`src/rtl/pim_load_sched.sv`:
```
// rtl/pim_load_sched.sv - arbitrated one-hot PIM_load scheduler for a holding-register bank (option macro: PIM_SCHED_FIXED_PRIO_EN)
module pim_load_sched #(
   parameter int N    = 10,
   parameter int NREQ = 4,
   parameter int NREG = 8,
   // Address is wide enough to hold the value NREG itself, so out-of-range
   // targets arrive intact and are reported with addr_err rather than aliasing.
   localparam int AW  = $clog2(NREG + 1),
   localparam int GW  = (NREQ > 1) ? $clog2(NREQ) : 1
) (
   input  logic               clk,
   input  logic               rst_n,
   input  logic [NREQ-1:0]    req,
   input  logic [NREQ*AW-1:0] req_addr,
   input  logic [NREQ*N-1:0]  req_data,
   output logic [NREQ-1:0]    ack,
   output logic               addr_err,
   output logic [NREG-1:0]    load_en,
   output logic [N-1:0]       load_data,
   output logic [GW-1:0]      gnt_id,
   output logic               busy
);

   typedef enum logic [1:0] {
      S_IDLE = 2'd0,
      S_LOAD = 2'd1,
      S_ACK  = 2'd2
   } state_e;

   state_e            state_q;
   logic [AW-1:0]     addr_q;
   logic [N-1:0]      load_data_q;
   logic [GW-1:0]     gnt_id_q;
   logic [NREG-1:0]   load_en_q;
   logic [NREQ-1:0]   ack_q;
   logic              addr_err_q;
   logic              busy_q;

   logic              win_valid_d;
   logic [GW-1:0]     win_id_d;
   logic [AW-1:0]     win_addr_d;
   logic [N-1:0]      win_data_d;
   logic [NREG-1:0]   load_en_d;
   logic [NREQ-1:0]   ack_d;
   logic              addr_oor_d;

`ifdef PIM_SCHED_FIXED_PRIO_EN
   // Fixed priority: lowest set index wins (scan high to low, last hit sticks).
   always_comb begin
      win_valid_d = 1'b0;
      win_id_d    = '0;
      for (int i = NREQ - 1; i >= 0; i--) begin
         if (req[i]) begin
            win_valid_d = 1'b1;
            win_id_d    = GW'(i);
         end
      end
   end
`else
   logic [GW-1:0]     rr_q;
   logic [GW-1:0]     rr_d;

   function automatic logic [GW-1:0] rr_index(input logic [GW-1:0] base, input int off);
      int s;
      s = int'(base) + off;
      if (s >= NREQ) s = s - NREQ;
      return GW'(s);
   endfunction

   // Round-robin: scan offsets high to low from rr_q so the nearest requester wins.
   always_comb begin
      win_valid_d = 1'b0;
      win_id_d    = '0;
      for (int i = NREQ - 1; i >= 0; i--) begin
         if (req[rr_index(rr_q, i)]) begin
            win_valid_d = 1'b1;
            win_id_d    = rr_index(rr_q, i);
         end
      end
      rr_d = (win_id_d == GW'(NREQ - 1)) ? '0 : win_id_d + GW'(1);
   end

   // Pointer advances past the winner on every grant taken from IDLE.
   always_ff @(posedge clk or negedge rst_n) begin
      if (!rst_n) begin
         rr_q <= '0;
      end else if (state_q == S_IDLE && win_valid_d) begin
         rr_q <= rr_d;
      end
   end
`endif

   // Winner's payload and the strobe/ack decodes used by the FSM.
   always_comb begin
      win_addr_d = req_addr[int'(win_id_d) * AW +: AW];
      win_data_d = req_data[int'(win_id_d) * N +: N];
      load_en_d  = '0;
      for (int r = 0; r < NREG; r++) begin
         load_en_d[r] = (win_addr_d == AW'(r));
      end
      ack_d = '0;
      for (int j = 0; j < NREQ; j++) begin
         ack_d[j] = (gnt_id_q == GW'(j));
      end
      addr_oor_d = (int'(addr_q) >= NREG);
   end

   // Transaction FSM; every output is a register so req never reaches an output combinationally.
   always_ff @(posedge clk or negedge rst_n) begin
      if (!rst_n) begin
         state_q     <= S_IDLE;
         addr_q      <= '0;
         load_data_q <= '0;
         gnt_id_q    <= '0;
         load_en_q   <= '0;
         ack_q       <= '0;
         addr_err_q  <= 1'b0;
         busy_q      <= 1'b0;
      end else begin
         load_en_q  <= '0;
         ack_q      <= '0;
         addr_err_q <= 1'b0;
         case (state_q)
            S_IDLE: begin
               if (win_valid_d) begin
                  state_q     <= S_LOAD;
                  addr_q      <= win_addr_d;
                  load_data_q <= win_data_d;
                  gnt_id_q    <= win_id_d;
                  load_en_q   <= load_en_d;
                  busy_q      <= 1'b1;
               end
            end
            S_LOAD: begin
               state_q    <= S_ACK;
               ack_q      <= ack_d;
               addr_err_q <= addr_oor_d;
            end
            S_ACK: begin
               state_q <= S_IDLE;
               busy_q  <= 1'b0;
            end
            default: begin
               state_q <= S_IDLE;
               busy_q  <= 1'b0;
            end
         endcase
      end
   end

   assign ack       = ack_q;
   assign addr_err  = addr_err_q;
   assign load_en   = load_en_q;
   assign load_data = load_data_q;
   assign gnt_id    = gnt_id_q;
   assign busy      = busy_q;

endmodule
```
`config.mk`:
```
export PLATFORM = sky130hd
export DESIGN_NAME = pim_load_sched
export DESIGN_NICKNAME = d
export VERILOG_FILES = /design/src/rtl/pim_load_sched.sv
export SDC_FILE = /design/constraint.sdc
export NUM_CORES = 1
export LEC_CHECK = 0
export ABC_AREA = 0
export BUFFER_PORTS_ARGS = -buffer_cell sky130_fd_sc_hd__buf_2
export CORE_UTILIZATION = 45
export DETAILED_ROUTE_END_ITERATION = 10
export PLACE_DENSITY = 0.8
export SYNTH_ARGS = -nofsm -noshare
export SYNTH_HDL_FRONTEND = slang
export SYNTH_SLANG_ARGS = --single-unit
```
`constraint.sdc`:
```
create_clock -name clk -period 2.4 [get_ports clk]
set_clock_uncertainty 0.1 [all_clocks]
set_input_delay 0.12 -clock clk [delete_from_list [all_inputs] [get_ports clk]]
set_output_delay 0.12 -clock clk [all_outputs]
set_load 0.1 [all_outputs]
```
==> metrics.md <==
| Metric | Value |
|---|---|
| Worst slew margin | `0.556` |
| Starting Density | `0.488` |
| Max cap viols | `0` |
| Synth async-reset ratio | `1.00` |
| Cell variety after synth | `34` |
| Setup TNS Final | `0 ps` |
| Synth top area share | `0.458` |
| Top-count cell post-synth | `dfrtp_1` |
| Maximum clock frequency | `451 MHz` |
| Worst Path Arrival | `2290 ps` |
| Peak VDD IR | `0.894 mV` |
| Most Crowded Layer GR | `met2` |
| Setup crit start kind | `register` |
| Switching Share | `0.554` |
| Final setup vio count | `0` |
| First-pass GRT wire length | `6220 µm` |
| Comb power frac | `0.643` |
| Post-Syn Instances | `147` |
| Number of synthesis warnings | `0` |
| DIE AREA | `4010 µm²` |
| # clock sinks | `31` |
| Total power | `3550 µW` |
| Kind of end point of the critical path | `register` |
| Final min period | `2220 ps` |
| Post-synth net total | `209` |
| CTS Buffer Depth | `2` |
| Post_cts resized | `0` |
| Synth-to-Final Area Change | `36.0%` |
| Worst Path Required | `2480 ps` |
| M2 GR Usage | `0.355` |
| DP HPWL | `2970 µm` |
| Post-synth EDFFs | `0` |
| Total Wirelength | `3790 µm` |
| IO Pins | `88` |
| Lkg Pwr | `0.00125 µW` |
| M3 GR Usage | `0.0652` |
| Placement Rows | `21` |
| Routed vias/inst | `5.11` |
| Die X | `63.4 µm` |
| Synth top cells by count | `dfrtp_1, mux2i_1, mux2_2, nand2_1, nor4_1` |
| Primary FF master, synth | `dfrtp_1` |
| WL per Instance | `13.2 µm` |
| Die H | `63.4 µm` |
| RSZ-0062 raised after global routing | `false` |
| Router iterations before antenna repair | `4` |
| Seq/Total Area, Yosys | `0.458` |
| Core Region | `3470 µm²` |
| Antenna violations before repair | `0` |
| Vias in the first global route | `1500` |
| Gp weighted congestion | `0.746` |
| Antenna Nets Post-Route | `0` |
| Slew @ Worst Pin | `666 ps` |
| CP Class | `reg2reg` |
| Clk pwr share | `0.124` |
| Largest net degree at the start of global routing | `32` |
| Vias | `1461` |
| Slew Limit Fails | `0` |
| Post-CTS Setup Inserts | `0` |
| Net count, final | `301` |
| Switching power | `1970 µW` |
| Int Pwr | `1580 µW` |
| Cell Area, Synth | `1690 µm²` |
| Total GRT Usage | `0.202` |
| Layout cells sized above 1 | `0.492` |
| Final Core Density | `0.665` |
| GRT met1 Usage | `0.222` |
| DRT iter0 DRCs | `74` |
| Worst-Skew Late Latency | `280 ps` |
| Final Hold Viols | `0` |
| Clock Tree Root | `clkbuf_8` |
| Clk slew on worst S/H paths | `60 ps` |
| CTS tree | `yes` |
| Largest area contributor in the netlist | `dfrtp_1` |
| Synth top area cells | `dfrtp_1, mux2i_1, mux2_2` |
| GRT Residual Overflow | `0` |
| Pwr Density | `1540 nW/µm²` |
| Sequential power share | `0.233` |
| Synth Register Bits | `31` |
| IO buf count | `87` |
| Largest fanout on the critical path | `27` |
| Tcrit/Tclk final | `0.924` |
| H-tree depth | `2` |
| Syn Area/Cell | `11.5 µm²` |
| Diode count | `0` |
| Num CTS Buffers | `5` |
| Drt drc | `0` |
| Hold/Removal Path Class | `in2reg` |
| Outcome | `finished, final reports clean` |
what timing repair did:
item,CTS,global route
setup endpoints to repair,0,0
hold buffers,1,0
hold endpoints to repair,31,0
registers in the layout, indices dropped and copies added (netlist names):
signal	cells
load_data	10
load_en	8
ack	4
gnt_id	2
rr_q	2
state_q	2
addr_err	1
addr_q	1
busy	1
path summary, 6_finish.rpt:
kind	from	to	slack, ps	cells after the start
max in group asynchronous	rst_n	ack[1]	1460	2
min in group asynchronous	rst_n	ack[3]	320	2
worst min register to register	addr_q[3]	addr_err	380	1
worst min-delay path	req[1]	load_data[8]	170	4
worst max-delay path	rr_q[1]	load_en[0]	180	6
worst max register to register	rr_q[1]	load_en[0]	180	6
power by group through the flow:
stage | combinational (µW) | clock (µW) | sequential (µW)
floorplan | 823 | 0 | 1910
global placement | 2260 | 0 | 830
detailed placement | 2280 | 0 | 838
CTS | 2300 | 447 | 831
global route | 2410 | 487 | 853
finish | 2290 | 441 | 828
through the flow:
step	area [µm²]	worst slack, ps	hold slack (ps)	instances
finish	2300	183	166	286
global route	2300	33.1	187	286
global placement	2190	240	88.2	277
CTS	2300	167	161	286
detailed placement	2190	191	96.7	277
floorplan	1690	387	-276	147
metal layers:
layer  part of all wire  routed length (µm)
met2               0.53                2010
met1               0.40                1520
met5                  0                   0
met4              0.018                  67
met3              0.048                 180
kinds of logic (layout without fill, tap and decap cells):
group / count (synthesis) / after routing / synth area share
AND/OR/NAND/NOR: 34 / 34 / 0.105
flip-flops: 31 / 31 / 0.458
buffers and inverters: 11 / 104 / 0.0362
AO/OA/AOI/OAI: 22 / 22 / 0.0953
XOR/XNOR: 1 / 1 / 0.00517
multiplexers: 48 / 48 / 0.301
worst max-delay path, stage by stage (launching register included):
cell and delay (ps):
dfrtp_1 440, mux2_4 340, o221ai_4 250, buf_12 250
mux2i_1 260, mux2i_1 160, nor4_1 300
cell type report:
class / instances / area, µm²
fill: 302 / 1160
multi-input combinational: 105 / 868
sequential: 31 / 776
timing repair buffer: 92 / 488
clock buffer: 8 / 100
tap: 46 / 57.6
inverter: 4 / 15.0
layout by cell type, fill, tap and decap left out, drive strengths merged, types with 2 or more instances in the layout:
cell,netlist,layout
buf,4,91
dfrtp,31,31
mux2i,31,31
mux2,17,17
nand2,14,14
o21ai,13,13
nor4,8,8
clkbuf,3,8
inv,4,4
nor2,3,3
nor2b,2,2
a22oi,2,2
Note: power is estimated with default switching activity, not from simulation.
